## src/rtl/serial_adder.sv

```systemverilog
// rtl/serial_adder.sv - bit-serial adder sequencing one full_adder cell, LSB first
module full_adder (
    input  logic a,
    input  logic b,
    input  logic cin,
    output logic sum,
    output logic carry
);
    assign sum   = a ^ b ^ cin;
    assign carry = (a & b) | (cin & (a ^ b));
endmodule

module serial_adder #(
    parameter int WIDTH = 8
) (
    input  logic             clk,
    input  logic             rst_n,
    input  logic             in_valid,
    output logic             in_ready,
    input  logic [WIDTH-1:0] a,
    input  logic [WIDTH-1:0] b,
    input  logic             cin,
    output logic             out_valid,
    input  logic             out_ready,
    output logic [WIDTH-1:0] sum,
    output logic             cout,
    output logic             busy
);
    localparam int CW = (WIDTH > 1) ? $clog2(WIDTH) : 1;

    typedef enum logic [1:0] {IDLE, RUN, DONE} state_t;

    state_t           state_q;
    logic [WIDTH-1:0] a_sh_q;
    logic [WIDTH-1:0] b_sh_q;
    logic [WIDTH-1:0] s_sh_q;
    logic [WIDTH-1:0] s_sh_d;
    logic [WIDTH-1:0] fa_msb;
    logic [WIDTH-1:0] sum_q;
    logic             carry_q;
    logic             cout_q;
    logic [CW-1:0]    cnt_q;
    logic             fa_sum;
    logic             fa_carry;

    full_adder u_fa (
        .a     (a_sh_q[0]),
        .b     (b_sh_q[0]),
        .cin   (carry_q),
        .sum   (fa_sum),
        .carry (fa_carry)
    );

    // New sum bit enters at the MSB; after WIDTH shifts bit 0 holds the LSB.
    always_comb begin
        fa_msb            = '0;
        fa_msb[WIDTH-1]   = fa_sum;
        s_sh_d            = (s_sh_q >> 1) | fa_msb;
    end

    always_ff @(posedge clk or negedge rst_n) begin
        if (!rst_n) begin
            state_q <= IDLE;
            a_sh_q  <= '0;
            b_sh_q  <= '0;
            s_sh_q  <= '0;
            carry_q <= 1'b0;
            cnt_q   <= '0;
            sum_q   <= '0;
            cout_q  <= 1'b0;
        end else begin
            case (state_q)
                IDLE: begin
                    if (in_valid) begin
                        a_sh_q  <= a;
                        b_sh_q  <= b;
                        s_sh_q  <= '0;
                        carry_q <= cin;
                        cnt_q   <= '0;
                        state_q <= RUN;
                    end
                end
                RUN: begin
                    a_sh_q  <= a_sh_q >> 1;
                    b_sh_q  <= b_sh_q >> 1;
                    s_sh_q  <= s_sh_d;
                    carry_q <= fa_carry;
                    cnt_q   <= cnt_q + 1'b1;
                    if (cnt_q == CW'(WIDTH - 1)) begin
                        sum_q   <= s_sh_d;
                        cout_q  <= fa_carry;
                        state_q <= DONE;
                    end
                end
                DONE: begin
                    if (out_ready) begin
                        state_q <= IDLE;
                    end
                end
                default: state_q <= IDLE;
            endcase
        end
    end

    assign in_ready  = (state_q == IDLE);
    assign busy      = (state_q == RUN);
    assign out_valid = (state_q == DONE);
    assign sum       = sum_q;
    assign cout      = cout_q;
endmodule

```

## config.mk

```make
export PLATFORM = sky130hd
export DESIGN_NAME = serial_adder
export DESIGN_NICKNAME = d
export VERILOG_FILES = /design/src/rtl/serial_adder.sv
export SDC_FILE = /design/constraint.sdc
export NUM_CORES = 1
export LEC_CHECK = 0
export ABC_AREA = 0
export CAP_MARGIN = 25
export CORE_ASPECT_RATIO = 1.1
export CORE_MARGIN = 2
export CORE_UTILIZATION = 54
export DETAILED_ROUTE_END_ITERATION = 12
export HOLD_SLACK_MARGIN = 0.08
export PLACE_DENSITY = 0.83
export SYNTH_ARGS = -nofsm -noshare
export SYNTH_HDL_FRONTEND = slang
export SYNTH_SLANG_ARGS = --single-unit
```

## constraint.sdc

```tcl
create_clock -name clk -period 2.9 [get_ports clk]
set_input_delay 0.29 -clock clk [delete_from_list [all_inputs] [get_ports clk]]
set_output_delay 0.29 -clock clk [all_outputs]
set_load 0.1 [all_outputs]
```

==> run summary, run 1 <==
Status - finished clean
Skew-Pair Late Insertion Delay - 340 ps
Worst Skew - 8.73 ps
Maximum vdd drop - 0.886 mV
Grt total ovfl - 0
Vias in the first global route - 1118
Drt pass-1 iters - 5
Slew Limit Fails - 0
F_max - 481 MHz
Die footprint - 3540 sq um
Layout area overhead - 20.3%
Hold crit path type - input port to async pin
Max-cap violations - 0
Cell count after synthesis - 129
Crit path DAT - 1790 ps
Syn nets - 153
WHS - 372 ps
Avg Vias per Cell - 6.15
Post-DP HPWL - 2260 microns
Total global-route track usage - 0.194
Fillers - 235
CTS Hold Bufs - 0
Root Buffer - clkbuf_4
Post-DR wirelength/cell - 16.9 microns
Layout cell share with drive strength beyond 1 - 0.213
Slowest cell delay on critical path - 540 ps
Bufs and invs on worst path - 2
Actual slew at the worst max-slew pin - 528 ps
CTS tree - built
Die Span Y - 62.2 microns
# port buffers - 32
Final Setup Violations - 0
Cell chain of the critical path - nand2b_1, inv_8, buf_4
RSZ-0062 raised after global routing - false
Postcts setup bufs - 0
Site Rows - 21
Core area - 3000 sq um
Pleak - 0.912 nW
Via count - 1193
Distinct cells, synth - 26
Crit-path slowest cell - dfrtp_1
Post-layout min period - 2080 ps
CP required - 2610 ps
Inst Count DP - 188
Pin count of the biggest net entering global routing - 39
DRC viols - 0
Worst Setup Slack, final - 820 ps
Fin area - 2000 sq um
Max_slew headroom - 0.648
CP delay by family, top - flip-flops
Inserted Clock Buffers - 5
First-pass GRT wire length - 5360 microns
Placed Area - 1950 sq um
Final core utilization - 0.667
Cell Pwr Density - 1280 nW/um^2
Post-cts sizing count - 0
Total power - 2.56 mW
Crit end category - primary output
Die Wd - 56.9 microns
CTS H-tree depth - 2
Detailed Route WL - 3270 microns
Reg clk slew, reported paths - 100 ps
DRT iter0 DRCs - 32
Synth Cell Area - 1660 sq um
Clk sinks - 38
Mean post-synth cell area - 12.9 sq um
Gpl congestion - 0.842
TNS Setup - 0 ps
Non-Filler Instances - 194
Ys Warns - 0
Initial Util - 0.555
Peak fanout along the critical path - 12
Critical path class - flop to primary output
Layout net count - 185
Final period utilization - 0.717
Top-Level Pins - 33
CTS max path bufs - 2
Final Hold Viols - 0
Post-route ant nets - 0
#FFs+latches synth - 38
DP Worst Slack - 1090 ps
Crit start category - flop
Register area share after synthesis - 0.572
Ant diodes - 0
Antenna violations before repair - 0
## cell usage in the layout (no fill, tap or decap), types with 4 or more instances in the layout
cell type	instances
clkdlybuf4s50_1	20
a22o_1	9
a2bb2oi_1	6
dfrtp_1	38
clkbuf_4	5
mux2_4	9
nor2_1	4
a21oi_1	10
buf_4	13
o22ai_1	22
nand2b_1	4
inv_1	4
## power breakdown
group / switching, mW / total (mW) / internal [mW]
Sequential: 0.184 / 0.952 / 0.768
Clock: 0.156 / 0.265 / 0.109
Combinational: 0.875 / 1.34 / 0.465
Total: 1.22 / 2.56 / 1.34
## state kept, by name (all words and copies together), names as in the netlist
signal	flops
s_sh_q	7
cout	1
a_sh_q	8
state_q	2
carry_q	1
cnt_q	3
sum	8
b_sh_q	8
## cell families (layout without fill, tap and decap cells)
| family | after synthesis | count (layout) | share of synthesized area |
|---|---|---|---|
| muxes | 9 | 9 | 0.0813 |
| buffers and inverters | 14 | 45 | 0.0512 |
| DFF | 38 | 38 | 0.572 |
| AOI/OAI and AO/OA | 52 | 52 | 0.216 |
| adders and majority gates | 3 | 3 | 0.0271 |
| and+or+nand+nor | 13 | 13 | 0.0520 |
## worst register-to-register path: stages, from the launching register on
cell and delay [ps]:
dfrtp_1 540, nand2b_1 370, inv_8 220, nand2_8 110, mux2_4 320
## per-layer routing
layer	vias to the layer above	share of wire	global-route usage
met1	594	0.43	0.258
met5	-	0	0
li1	552	-	-
met2	40	0.50	0.302
met4	0	0.015	0.0610
met3	7	0.059	0.0646
## cell usage after synthesis
cell / count / area share
o22ai_1: 22 / 0.083
dfrtp_1: 38 / 0.57
o31ai_1: 2 / 0.0090
or2_2: 1 / 0.0038
nor2_1: 4 / 0.0090
mux2_4: 9 / 0.081
nor2_2: 1 / 0.0038
inv_2: 1 / 0.0023
buf_6: 2 / 0.014
o21ai_0: 1 / 0.0030
buf_4: 2 / 0.0090
a22o_1: 9 / 0.047
o32ai_1: 1 / 0.0053
fa_1: 1 / 0.012
ha_1: 2 / 0.015
nand2_8: 1 / 0.012
a21oi_1: 10 / 0.030
clkbuf_1: 2 / 0.0045
nand2b_1: 4 / 0.015
a2bb2oi_1: 6 / 0.032
buf_2: 2 / 0.0060
inv_1: 4 / 0.0090
o221a_1: 1 / 0.0068
nand3b_1: 1 / 0.0045
nand2_2: 1 / 0.0038
inv_8: 1 / 0.0068
## final timing paths
| check | start | endpoint | slack (ps) | cells after the start |
|---|---|---|---|---|
| setup / recovery | state_q[0] | busy | 820 | 3 |
| hold / removal | rst_n | b_sh_q[1] | 370 | 2 |
| setup reg to reg | state_q[0] | sum[1] | 1220 | 4 |
| hold reg to reg | cnt_q[0] | cnt_q[0] | 490 | 1 |
| max in group asynchronous | rst_n | s_sh_q[3] | 2210 | 2 |
| min in group clk | cnt_q[0] | cnt_q[0] | 490 | 1 |
## final cells by class
cell class	count	area, sq um	area share
sequential	38	951	0.476
multi-input combinational	77	626	0.313
inverter	6	30.0	0.0150
tap	34	42.5	0.0213
timing repair buffer	33	298	0.149
clock buffer	6	51.3	0.0257
No activity file was read; power rests on OpenSTA's default activity.
==> inputs of run 2 (changes only) <==
--- a/config.mk
+++ b/config.mk
@@ -9,10 +9,10 @@
 export CAP_MARGIN = 25
 export CORE_ASPECT_RATIO = 1.1
 export CORE_MARGIN = 2
-export CORE_UTILIZATION = 54
+export CORE_UTILIZATION = 45
 export DETAILED_ROUTE_END_ITERATION = 12
 export HOLD_SLACK_MARGIN = 0.08
-export PLACE_DENSITY = 0.83
+export PLACE_DENSITY = 0.74
 export SYNTH_ARGS = -nofsm -noshare
 export SYNTH_HDL_FRONTEND = slang
 export SYNTH_SLANG_ARGS = --single-unit
==> constraint.sdc (replaced) <==
create_clock -name clk -period 1.75 [get_ports clk]
set_input_delay 0.175 -clock clk [delete_from_list [all_inputs] [get_ports clk]]
set_output_delay 0.175 -clock clk [all_outputs]
set_load 0.1 [all_outputs]
==> run 2 against run 1 <==
Setup slack lost 600 ps. Largest power group unchanged. Highest routed layer unchanged. Critical endpoint unchanged. Total power grew 75%. Global-route usage shrank 1.9 points. Critical path type unchanged.
==> run summary, run 2 (synthesis results as in run 1) <==
Via count - 1190
Detailed Route WL - 3190 microns
Die Span Y - 67.7 microns
CTS tree - built
Vias in the first global route - 1132
Site Rows - 23
Antenna violations before repair - 0
Hold crit path type - input port to async pin
Layout area overhead - 26.9%
CTS Hold Bufs - 0
Post-layout min period - 1530 ps
Post-cts sizing count - 0
Crit end category - primary output
Max_slew headroom - 0.690
Avg Vias per Cell - 5.56
Most common cell after layout, fill and taps aside - dfrtp_1
Final Setup Violations - 0
Fillers - 297
First-pass GRT wire length - 5370 microns
Non-Filler Instances - 214
Max-cap violations - 0
Top-Level Pins - 33
Multi-input gate area - 631 sq um
CTS H-tree depth - 2
DRT iter0 DRCs - 37
Skew-Pair Late Insertion Delay - 280 ps
# port buffers - 32
Drt pass-1 iters - 4
Critical path destination - busy
CP required - 1570 ps
Bufs and invs on worst path - 2
Worst Skew - 2.50 ps
Gpl congestion - 0.772
Crit path DAT - 1350 ps
Crit start category - flop
Post-route ant nets - 0
Reg2reg setup slack - 290 ps
Grt total ovfl - 0
Final period utilization - 0.873
Status - finished clean
Commonest non-fill, non-tap cells in the layout - dfrtp_1, o22ai_1, clkdlybuf4s50_1
Root Buffer - clkbuf_8
Die Wd - 61.9 microns
Inst Count DP - 207
Layout cell share with drive strength beyond 1 - 0.232
Critical Path Start - state_q[1]
Pleak - 0.946 nW
Postcts setup bufs - 0
CTS max path bufs - 2
Actual slew at the worst max-slew pin - 464 ps
Total global-route track usage - 0.176
Worst R2R End - sum[1]
Clk sinks - 38
Inserted Clock Buffers - 5
Final Hold Viols - 0
Core area - 3600 sq um
Ant diodes - 0
Post-DP HPWL - 2330 microns
Register Area - 951 sq um
Crit-path slowest cell - dfrtp_1
F_max - 655 MHz
DRC viols - 0
Final core utilization - 0.586
Worst path depth - 3
TNS Setup - 0 ps
Initial Util - 0.462
Critical R2R Launch - cnt_q[0]
Maximum vdd drop - 1.21 mV
Pin count of the biggest net entering global routing - 39
Cell Pwr Density - 2120 nW/um^2
Die footprint - 4190 sq um
Layout net count - 188
Slowest cell delay on critical path - 460 ps
Slew Limit Fails - 0
Post-DR wirelength/cell - 14.9 microns
Peak fanout along the critical path - 12
Cell chain of the critical path - nand2b_1, inv_8, buf_12
Total power - 4.47 mW
R2r worst-path depth - 4
Critical path class - flop to primary output
CP delay by family, top - flip-flops
RSZ-0062 raised after global routing - false
Reg clk slew, reported paths - 70 ps
[run 2: cell types whose count changed in the layout (fill, tap and decap cells not counted), sizes merged]
cell	before	now
buf	13	16
clkbuf	6	7
[run 2: through the flow]
step	hold WS [ps]	instance area (sq um)	worst slack [ps]
2_1_floorplan	-121	1670	4.32
3_3_place_gp	468	2030	340
3_5_place_dp	495	2030	297
4_1_cts	336	2110	210
5_1_grt	366	2110	121
6_report	318	2110	222
[run 2: layer usage]
layer | share of wire | vias to the layer above | track usage
met4 | 0.0097 | 0 | 0.0479
met3 | 0.061 | 6 | 0.0651
li1 | - | 558 | -
met1 | 0.43 | 592 | 0.234
met5 | 0 | - | 0
met2 | 0.50 | 34 | 0.268
[run 2: cell type report]
cell class / count / share of cell area
flip-flops and latches: 38 / 0.451
multi-input cells: 77 / 0.299
repair buffers: 36 / 0.170
clock buffers: 7 / 0.0362
well taps: 50 / 0.0297
inverters: 6 / 0.0142
[run 2: power by group]
group	total (mW)	internal (mW)	switching (mW)
combinational	2.37	0.873	1.49
clock	0.540	0.274	0.266
sequential	1.56	1.28	0.281
[run 2: how the worst min path moves through the flow]
stage	start	endpoint	slack, ps
floorplan	rst_n	a_sh_q[0]	-120
global placement	cnt_q[0]	cnt_q[0]	470
detailed placement	s_sh_q[1]	s_sh_q[1]	500
CTS	rst_n	sum[0]	340
global route	rst_n	sum[0]	370
finish	rst_n	sum[0]	320
